<file path="config.mk">
export PLATFORM = sky130hd
export DESIGN_NAME = input_conditioner
export DESIGN_NICKNAME = d
export VERILOG_FILES = /design/src/rtl/input_conditioner.sv
export SDC_FILE = /design/constraint.sdc
export NUM_CORES = 1
export LEC_CHECK = 0
export BUFFER_PORTS_ARGS = -buffer_cell sky130_fd_sc_hd__buf_4
export CORE_MARGIN = 2
export CORE_UTILIZATION = 40
export DETAILED_ROUTE_END_ITERATION = 8
export SYNTH_ARGS = -nofsm -noshare
export SYNTH_HDL_FRONTEND = slang
export SYNTH_SLANG_ARGS = --single-unit
</file>
<file path="constraint.sdc">
create_clock -name clk -period 6 [get_ports clk]
set_input_delay 0.3 -clock clk [delete_from_list [all_inputs] [get_ports clk]]
set_output_delay 0.3 -clock clk [all_outputs]
set_load 0.1 [all_outputs]
</file>
<file path="src/rtl/input_conditioner.sv">
// input_conditioner
// Synchronizes, debounces and edge-detects the board buttons and switches.
// Button strobes are suppressed after reset until each button has been seen
// genuinely released. A button held through reset therefore reports its level
// but gives no press or long-press strobe until it is released and pressed
// again.
//
// state        | meaning
// armed[b] = 0 | button b not yet seen released since reset; strobes blocked
// armed[b] = 1 | button b seen released; press / long-press strobes enabled

module input_conditioner #(
  parameter int DEB_CYCLES  = 20000,
  parameter int LONG_CYCLES = 2000000
) (
  input  logic       clk,
  input  logic       rst,
  input  logic       BTN1,
  input  logic       BTN6,
  input  logic       SW7,
  input  logic [6:0] SW,
  output logic       btn1_lvl,
  output logic       btn6_lvl,
  output logic       btn1_pulse,
  output logic       btn6_pulse,
  output logic       btn1_long,
  output logic       sw7_db,
  output logic [6:0] sw_db,
  output logic       sw_changed
);

  localparam int NI = 10;
  localparam int DW = $clog2(DEB_CYCLES + 1);
  localparam int LW = $clog2(LONG_CYCLES + 1);

  localparam logic [DW-1:0] DEB_LAST  = DW'(DEB_CYCLES - 1);
  localparam logic [LW-1:0] LONG_MAX  = LW'(LONG_CYCLES);
  localparam logic [LW-1:0] LONG_LAST = LW'(LONG_CYCLES - 1);

  // Bit map shared by every per-input vector:
  // 0 = BTN1, 1 = BTN6, 2 = SW7, 3..9 = SW[0..6]
  logic [NI-1:0] raw;
  logic [NI-1:0] sync1;
  logic [NI-1:0] sync2;
  logic [NI-1:0] deb;
  logic [DW-1:0] deb_cnt [NI];
  logic [1:0]    sync_vld;
  logic [1:0]    armed;
  logic [LW-1:0] long_cnt;

  assign raw = {SW, SW7, BTN6, BTN1};

  // Two-flop synchronizers; sync_vld marks when sync2 holds real (post-reset) samples
  always_ff @(posedge clk) begin
    if (rst) begin
      sync1    <= '0;
      sync2    <= '0;
      sync_vld <= '0;
    end else begin
      sync1    <= raw;
      sync2    <= sync1;
      sync_vld <= {sync_vld[0], 1'b1};
    end
  end

  // Debounce: level follows the synchronized input after DEB_CYCLES disagreeing cycles
  always_ff @(posedge clk) begin
    if (rst) begin
      deb <= '0;
      for (int i = 0; i < NI; i++) begin
        deb_cnt[i] <= '0;
      end
    end else begin
      for (int i = 0; i < NI; i++) begin
        if (sync2[i] == deb[i]) begin
          deb_cnt[i] <= '0;
        end else if (deb_cnt[i] == DEB_LAST) begin
          deb[i]     <= sync2[i];
          deb_cnt[i] <= '0;
        end else begin
          deb_cnt[i] <= deb_cnt[i] + 1'b1;
        end
      end
    end
  end

  // Arming: a button arms once a valid synchronized sample and its debounced level are both low
  always_ff @(posedge clk) begin
    if (rst) begin
      armed <= '0;
    end else begin
      armed <= armed | ({2{sync_vld[1]}} & ~sync2[1:0] & ~deb[1:0]);
    end
  end

  // Registered levels, press strobes and switch-change strobe
  always_ff @(posedge clk) begin
    if (rst) begin
      btn1_lvl   <= 1'b0;
      btn6_lvl   <= 1'b0;
      btn1_pulse <= 1'b0;
      btn6_pulse <= 1'b0;
      sw7_db     <= 1'b0;
      sw_db      <= '0;
      sw_changed <= 1'b0;
    end else begin
      btn1_lvl   <= deb[0];
      btn6_lvl   <= deb[1];
      btn1_pulse <= deb[0] & ~btn1_lvl & armed[0];
      btn6_pulse <= deb[1] & ~btn6_lvl & armed[1];
      sw7_db     <= deb[2];
      sw_db      <= deb[9:3];
      sw_changed <= (deb[9:3] != sw_db);
    end
  end

  // Long press: count armed high cycles, strobe once on reaching LONG_CYCLES, then hold
  always_ff @(posedge clk) begin
    if (rst) begin
      long_cnt  <= '0;
      btn1_long <= 1'b0;
    end else if (!btn1_lvl) begin
      long_cnt  <= '0;
      btn1_long <= 1'b0;
    end else if (armed[0] && (long_cnt != LONG_MAX)) begin
      long_cnt  <= long_cnt + 1'b1;
      btn1_long <= (long_cnt == LONG_LAST);
    end else begin
      btn1_long <= 1'b0;
    end
  end

endmodule

</file>
==> run metrics <==
run status=finished, violations left; failing checks=DRC; wirelength, routed=18400 um; DP Area=11700 um2; Crit-path slowest cell=or4b_2; Final setup viols=0; Clock Tree Buf Depth=3; PwrDens=270 nW/um2; DRT iter0 DRCs=343; Port-buffer cells=25; Worst Path Buf+Inv=0; arrival time at the worst endpoint=2.61 ns; Lkg Pwr=4.49 nW; Min-Delay Path Class=input port to flip-flop; Worst VDD drop=0.000187 V; min-delay src=BTN1; Setup TNS=0 ns; row count=59; Clock Pin Slew Worst Setup and Hold Paths=0.06 ns; Worst R2R Setup Slack=3.64 ns; commonest non-fill, non-tap cell in the layout=nor2_1; Die H=167 um; Seq/Total Area, Yosys=55.3%; Core Area=26100 um2; highest-count cells in the layout ignoring fill and taps=nor2_1 (171), edfxtp_1 (150), conb_1 (150); Async S/R FF share, synth=0%; Max-Cap Viols=0; first-pass GRT wire length=31500 um; IO Pins=26; initial antenna violation count=0; width of the chip=167 um; Sink Count=219; Initial Utilization=40.7%; Fin. Hold Viols=0; CP endpoint kind=flip-flop; GRT Total Usage=13.2%; clk root buf=clkbuf_16; Startpoint Class=flip-flop; diode count=0; Hold Buf Count CTS=7; Seq cells post-synth=219; Max FO, Critical Path=13; Worst Setup SP=deb_cnt[0][12]; CTS Buf Count=25; critical path class=flip-flop to flip-flop; placed insts=1503; critical path required time=6.24 ns; vias in the first global route=6795; wire per inst=11.8 um; Pre-Repair DR Iteration Count=8; min Tclk post-route=2.36 ns; gpl congestion=0.792; fin crit share=39.4%; CP delay by family, top=simple AND/OR/NAND/NOR gates; post-CTS setup buffers=0; htree depth=1; critical path's largest stage delay=0.67 ns; fmax=423 MHz; dominant register cell in the synthesized netlist=edfxtp_1; GRT Residual Overflow=0; DR vias=7334; DRT antenna net count=0; DP HPWL=12600 um; Post-synth EDFFs=150; final core utilization=48.4%; Synth Cell Area=10600 um2; Slew @ Worst Pin=0.633 ns; mean number of vias per cell=4.71; post-cts resize count=0; RSZ-0062 raised after global routing=false; TritonCTS clock tree=built; fin cells=1556; share of layout cells above drive strength 1=6.47%; Syn. warnings=0; largest net degree at the start of global routing=54; DRC=1; worst skew pair latency=0.52 ns; Max Slew Vio Count=0; nets=1226; full die area=27900 um2; reg2reg start=deb_cnt[0][12]; Mapped Cells=1018; crit path cell chain=or4b_2 -> or4_1 -> nand3_1 -> nor2_1; Synth cell types=46; area delta synth->final=18.8%; Power, Total=3.42 mW; Post-Syn Area per Cell=10.5 um2; fin area=12700 um2; Worst slew margin=57.7%; Clock Skew=0.0165 ns
==> cells by family after synthesis <==
| group | count (synthesis) | share of synthesized area, % |
|---|---|---|
| xor+xnor | 147 | 12.1 |
| fa+ha+maj | 12 | 1.41 |
| buf+inv | 58 | 2.35 |
| simple gates | 523 | 25.3 |
| compound gates | 47 | 2.49 |
| flops | 219 | 55.3 |
| mux | 11 | 1.03 |
| other cells | 1 | 0.0352 |
==> path summary, 6_finish.rpt <==
| path | depth (start not counted) | end |
|---|---|---|
| worst min-delay path | 2 | sync1[0] |
| worst max-delay path | 4 | deb_cnt[0][8] |
| worst max register to register | 4 | deb_cnt[0][8] |
| worst min register to register | 1 | sync2[0] |
==> per-layer routing <==
layer  vias up  wire, um  track usage [%]
met2        96      7950             20.9
met3        37       807             3.03
met1      3318      9150             18.3
met4         0       463             3.78
met5         -         0                0
li1       3883         -                -
==> cell usage after synthesis, drive strengths merged, types with 12 or more instances <==
| cell | count | area share (%) |
|---|---|---|
| xnor2 | 87 | 7.2 |
| nor4 | 31 | 1.9 |
| nand2 | 65 | 2.3 |
| o21ai | 17 | 0.80 |
| nand4 | 52 | 3.1 |
| or3 | 23 | 1.4 |
| nor2b | 32 | 1.9 |
| xor2 | 60 | 4.9 |
| edfxtp | 150 | 42 |
| inv | 32 | 1.1 |
| a21oi | 21 | 0.99 |
| ha | 12 | 1.4 |
| nor2 | 171 | 6.0 |
| and4 | 19 | 1.6 |
| clkbuf | 18 | 0.65 |
| nor3 | 33 | 1.6 |
| dfxtp | 69 | 13 |
| nand3 | 55 | 2.6 |
==> state kept, by name, indices dropped and copies added, names as in the netlist <==
signal      cells
btn1_long       1
btn6_lvl        1
btn1_lvl        1
sw_changed      1
armed           2
sync_vld        2
sync2          10
btn1_pulse      1
sw_db           7
deb            10
sync1          10
deb_cnt       150
long_cnt       21
btn6_pulse      1
sw7_db          1
==> stage by stage <==
stage	hold slack [ns]	setup WS (ns)
6_report	0.0244	3.64
5_1_grt	0.0256	3.51
4_1_cts	0.00849	3.61
3_5_place_dp	0.428	3.60
3_3_place_gp	0.416	3.57
2_1_floorplan	0.414	3.91
==> where the power goes <==
| group | switching [mW] | internal [mW] | leakage, nW | total, mW |
|---|---|---|---|---|
| clock | 0.608 | 0.974 | 0.433 | 1.58 |
| combinational | 0.0649 | 0.0496 | 1.95 | 0.114 |
| sequential | 0.0533 | 1.67 | 2.11 | 1.72 |
| total | 0.727 | 2.69 | 4.49 | 3.42 |
==> final cells by class <==
class                   count  area (um2)
multi-input cells         890        5070
repair buffers             34         273
flip-flops and latches    219        5890
clock buffers              37         806
well taps                 335         419
fillers                  2489       13500
inverters                  32         120
clock inverters             9        77.6
No activity file was read; power rests on OpenSTA's default activity.
